`src/rtl/sw_debounce_pkg.sv`:
```
// sw_debounce_pkg: shared constants and helpers for the switch debouncer.
//   DB_CYCLES_DEFAULT : stable cycles to accept a change (20 ms at 50 MHz)
//   DB_CYCLES_SIM     : short debounce window used in simulation
//   NCH_DEFAULT       : number of switch channels on the board
package sw_debounce_pkg;
    localparam int DB_CYCLES_DEFAULT = 1000000;
    localparam int DB_CYCLES_SIM     = 4;
    localparam int NCH_DEFAULT       = 10;

    // Counter width holding 0..db_cycles-1, never narrower than one bit.
    function automatic int cnt_width(input int db_cycles);
        return (db_cycles > 1) ? $clog2(db_cycles) : 1;
    endfunction
endpackage

```
`src/rtl/debounce_channel.sv`:
```
// debounce_channel: one switch channel -- 2-flop synchroniser plus stability counter.
//   clk    : system clock (rising edge)
//   rst_n  : asynchronous active-low reset
//   sw     : raw asynchronous switch level
//   stable : current accepted level (held by the parent's output register)
//   flip   : high when the accepted level must invert on the coming edge
module debounce_channel
    import sw_debounce_pkg::*;
#(
    parameter int DB_CYCLES = DB_CYCLES_DEFAULT
) (
    input  logic clk,
    input  logic rst_n,
    input  logic sw,
    input  logic stable,
    output logic flip
);
    localparam int CW = cnt_width(DB_CYCLES);
    localparam logic [CW-1:0] LAST = CW'(DB_CYCLES - 1);

    logic          s1;
    logic          s2;
    logic          mismatch;
    logic [CW-1:0] cnt;

    assign mismatch = s2 != stable;
    assign flip     = mismatch && (cnt == LAST);

    // Any cycle where s2 agrees with the accepted level restarts the window,
    // so a change is accepted only after DB_CYCLES consecutive mismatches.
    always_ff @(posedge clk or negedge rst_n) begin
        if (!rst_n) begin
            s1  <= 1'b0;
            s2  <= 1'b0;
            cnt <= '0;
        end else begin
            s1  <= sw;
            s2  <= s1;
            cnt <= (mismatch && !flip) ? cnt + 1'b1 : '0;
        end
    end
endmodule

```
`src/rtl/sw_debounce.sv`:
```
// sw_debounce: multi-channel switch debouncer with per-channel edge pulses.
//   CLOCK_50   : system clock (rising edge)
//   Resetn     : asynchronous active-low reset
//   SW         : raw switch levels
//   SW_db      : debounced levels
//   SW_rise    : one-cycle pulse when SW_db goes 0->1
//   SW_fall    : one-cycle pulse when SW_db goes 1->0
//   any_change : high in any cycle carrying a rise or fall pulse
module sw_debounce
    import sw_debounce_pkg::*;
#(
    parameter int DB_CYCLES = DB_CYCLES_DEFAULT,
    parameter int NCH       = NCH_DEFAULT
) (
    input  logic           CLOCK_50,
    input  logic           Resetn,
    input  logic [NCH-1:0] SW,
    output logic [NCH-1:0] SW_db,
    output logic [NCH-1:0] SW_rise,
    output logic [NCH-1:0] SW_fall,
    output logic           any_change
);
    logic [NCH-1:0] flip;

    for (genvar i = 0; i < NCH; i++) begin : g_ch
        debounce_channel #(.DB_CYCLES(DB_CYCLES)) u_ch (
            .clk    (CLOCK_50),
            .rst_n  (Resetn),
            .sw     (SW[i]),
            .stable (SW_db[i]),
            .flip   (flip[i])
        );
    end

    // Pulses are derived from the pre-edge level so they land on the same
    // edge as the SW_db update; any_change is built from the same flips.
    always_ff @(posedge CLOCK_50 or negedge Resetn) begin
        if (!Resetn) begin
            SW_db      <= '0;
            SW_rise    <= '0;
            SW_fall    <= '0;
            any_change <= 1'b0;
        end else begin
            SW_db      <= SW_db ^ flip;
            SW_rise    <= flip & ~SW_db;
            SW_fall    <= flip & SW_db;
            any_change <= |flip;
        end
    end
endmodule

```
`config.mk`:
```
export PLATFORM = sky130hd
export DESIGN_NAME = sw_debounce
export DESIGN_NICKNAME = d
export VERILOG_FILES = /design/src/rtl/sw_debounce_pkg.sv /design/src/rtl/debounce_channel.sv /design/src/rtl/sw_debounce.sv
export SDC_FILE = /design/constraint.sdc
export NUM_CORES = 1
export LEC_CHECK = 0
export ABC_AREA = 1
export CORE_MARGIN = 5
export CORE_UTILIZATION = 56
export DETAILED_ROUTE_END_ITERATION = 6
export GPL_TIMING_DRIVEN = 1
export PLACE_DENSITY = 0.74
export REMOVE_ABC_BUFFERS = 1
export SETUP_SLACK_MARGIN = 0.2
export SYNTH_ARGS = -nofsm -noshare
export SYNTH_HDL_FRONTEND = slang
export SYNTH_HIERARCHICAL = 1
export SYNTH_SLANG_ARGS = --single-unit
```
`constraint.sdc`:
```
create_clock -name CLOCK_50 -period 2 [get_ports CLOCK_50]
set_clock_uncertainty 0.15 [all_clocks]
set_input_delay 0.2 -clock CLOCK_50 [delete_from_list [all_inputs] [get_ports CLOCK_50]]
set_output_delay 0.2 -clock CLOCK_50 [all_outputs]
set_load 0.05 [all_outputs]
```
==> flow_summary.ini <==
[run_status]
status = finished, final reports clean

[worst_setup_path]
critical_path_class = flop to output port
startpoint = SW_rise[2]$_DFF_PN0_
r2r_start = g_ch[7].u_ch/cnt[1]$_DFF_PN0_
path_depth = 1
cp.required_ns = 1.65
crit_chain = dlygate4sd2_1
path_delay_family = buffers and inverters
slowest_stage = dlygate4sd2_1
reg2reg_depth = 7
cp.arrival_ns = 1.40
path_buf_inv = 1
critPathMaxFanout = 1
r2r_setup_slack_ns = 0.26
cp_slowest_stage_delay_ns = 0.53
worstSetupStartpointType = flop
critPathCaptureType = output port

[global_route]
antenna_found_initial = 0
grt_pass1_vias = 10300
overflow = 0
grt_pass1_wl_um = 46500
grt_max_degree = 61
grt.total_usage_pct = 19.1

[route]
wl_per_cell_um = 12.1
drtIter0Drc = 789
wl_met1_um = 12300
route.met2.wl_um = 12400
drc = 0
dr_wl_met3_um = 1010
first_pass_iters = 5
routed_wl_um = 26300
vias_per_cell = 4.91
ant_nets = 0
vias = 10700
routed.top_layer = met4

[cells_and_area]
fin_nets = 1869
final_cell_mix = nand2_1 (422), nor2_1 (333), dfrtp_1 (251)
fin_util_pct = 65.3
diodes = 0
layout-drive-gt1-share_pct = 16.8
fill_cells = 2028
fin_area_um2 = 15900
area_growth_pct = 14.8
layout_commonest_cell = nand2_1

[timing]
slew_violations = 0
hold_viol = 0
post-route-period-util_pct = 87.4
hold_slack_ns = 0.0116
setup_violations = 0
setup_tns_ns = 0
min_period_ns = 1.75
tightest_slew_ns = 0.508
fmax_ghz = 0.572
rsz0062_at_grt = yes
relSlewSlack_pct = 66.3

[synth]
synthCells = 1730
syn_avg_cell_area_um2 = 8.02
synth_top_area_share_pct = 45.3
synth-simple-area-share_pct = 37.2
yosys.area.top_type = dfrtp_1
synth_ff_type = dfrtp_1
synth_edf_count = 0
synth_xor_area_share_pct = 6.31
synth_async_sr_flop_share_pct = 100
ys_types = 23
yosysWarnings = 6
synth_compound_area_share_pct = 1.62
synth_top_family_by_area = simple AND/OR/NAND/NOR gates
synth_seq_cells = 251
synthMuxAreaShare_pct = 0
synth_area_um2 = 13900
ys_seq_area_share_pct = 45.3
synthAdderAreaFrac_pct = 2.70
synth_area_leaders = dfrtp_1 (45%), nand2_1 (11%), nor2_1 (9.3%), nor2_2 (5.4%), inv_1 (5.1%)

[die]
fp.coreArea_um2 = 24400
rows = 57
start_util_pct = 56.9
die_h_um = 167
dieArea_um2 = 28000
io_pins = 43
die_w_um = 167

[power_and_ir_drop]
ir_drop_v = 0.000593
cellLeakagePower_nw = 6.99
powerDensity_nw_per_um2 = 701

[job]
maxCapViolations = 0

[cts]
cts_sinks = 251
path_clk_slew_ns = 0.06
numCtsBuffers = 28
clk_latency_ns = 0.54
ctsHtreeMaxLevel = 1
clk_path_buf_depth = 3
cts_root_buffer = clkbuf_16
cts_tree = built

[place]
hpwlAfterDp_um = 19000
gp_routability_congestion = 0.894
place_area_um2 = 14600
portBuffers = 42

[min_path]
hp-class = input port to async pin
[worst paths after layout]
check                                                 end
max                                            SW_rise[2]
min                        g_ch[3].u_ch/cnt[15]$_DFF_PN0_
max reg2reg                            SW_db[7]$_DFF_PN0_
min reg2reg                     g_ch[2].u_ch/s2$_DFF_PN0_
max in group asynchronous  g_ch[1].u_ch/cnt[14]$_DFF_PN0_
min in group CLOCK_50           g_ch[2].u_ch/s2$_DFF_PN0_
[layout make-up]
type	count	area [µm²]	share of cell area (%)
Multi-Input combinational cell	1269	6740	42.3
Sequential cell	251	6280	39.4
Clock buffer	36	802	5.03
Inverter	200	751	4.71
Timing Repair Buffer	77	738	4.63
Tap cell	324	405	2.54
Clock inverter	15	215	1.35
[cells in the mapped netlist, drive strengths merged, types with 10 or more instances]
master and number:
inv 200, a21oi 10, nand3 130, o21ai 20, dfrtp 251, xor2 60, nor2 485, o21bai 10
buf 10, nand2 442, xnor2 40, nand4 30, and2 11, ha 30
[state kept, by name (all words and copies together), names as in the netlist]
signal and cells:
SW_fall 10, SW_rise 10, g_ch.u_ch/s2 10, any_change 1, g_ch.u_ch/s1 10, SW_db 10, g_ch.u_ch/cnt 200
[timing repair]
action                                  in CTS  in global routing
hold endpoints to repair                   261                  0
buffers inserted                             0                 12
hold buffers                                11                  0
pin swaps                                    0                  1
resized for setup                           62                 21
endpoints found under the setup margin      39                 38
[per-stage QoR]
step | instances | setup slack (ns) | power (mW)
6_report | 2172 | 0.253 | 11.2
5_1_grt | 2172 | 0.162 | 11.6
4_1_cts | 2160 | 0.0935 | 11.3
3_5_place_dp | 2098 | 0.111 | 5.71
3_3_place_gp | 2098 | 0.164 | 5.70
2_1_floorplan | 1720 | 0.265 | 5.50
[kinds of logic (layout without fill, tap and decap cells)]
group | after synthesis | after routing
compound gates | 40 | 40
xor+xnor | 100 | 100
fa+ha+maj | 30 | 30
buf+inv | 210 | 328
flops | 251 | 251
simple gates | 1099 | 1099
[worst reg2reg max path, stage by stage (launching register included)]
cell     delay, ns
dfrtp_1       0.39
ha_2          0.24
nand3_2       0.12
nor2_4        0.16
nand3_4       0.11
nor2_2        0.19
ha_1          0.27
inv_1         0.05
[where the power goes]
part	internal, mW	switching, mW
combinational	0.159	0.277
clock	3.47	2.04
sequential	5.15	0.0763
[metal layers]
metal	vias up	global-route usage [%]
met1	4943	26.3
met2	164	32.1
li1	5518	-
met3	38	2.97
met5	-	0
met4	0	4.20
Power figures use the tool's default switching activity.
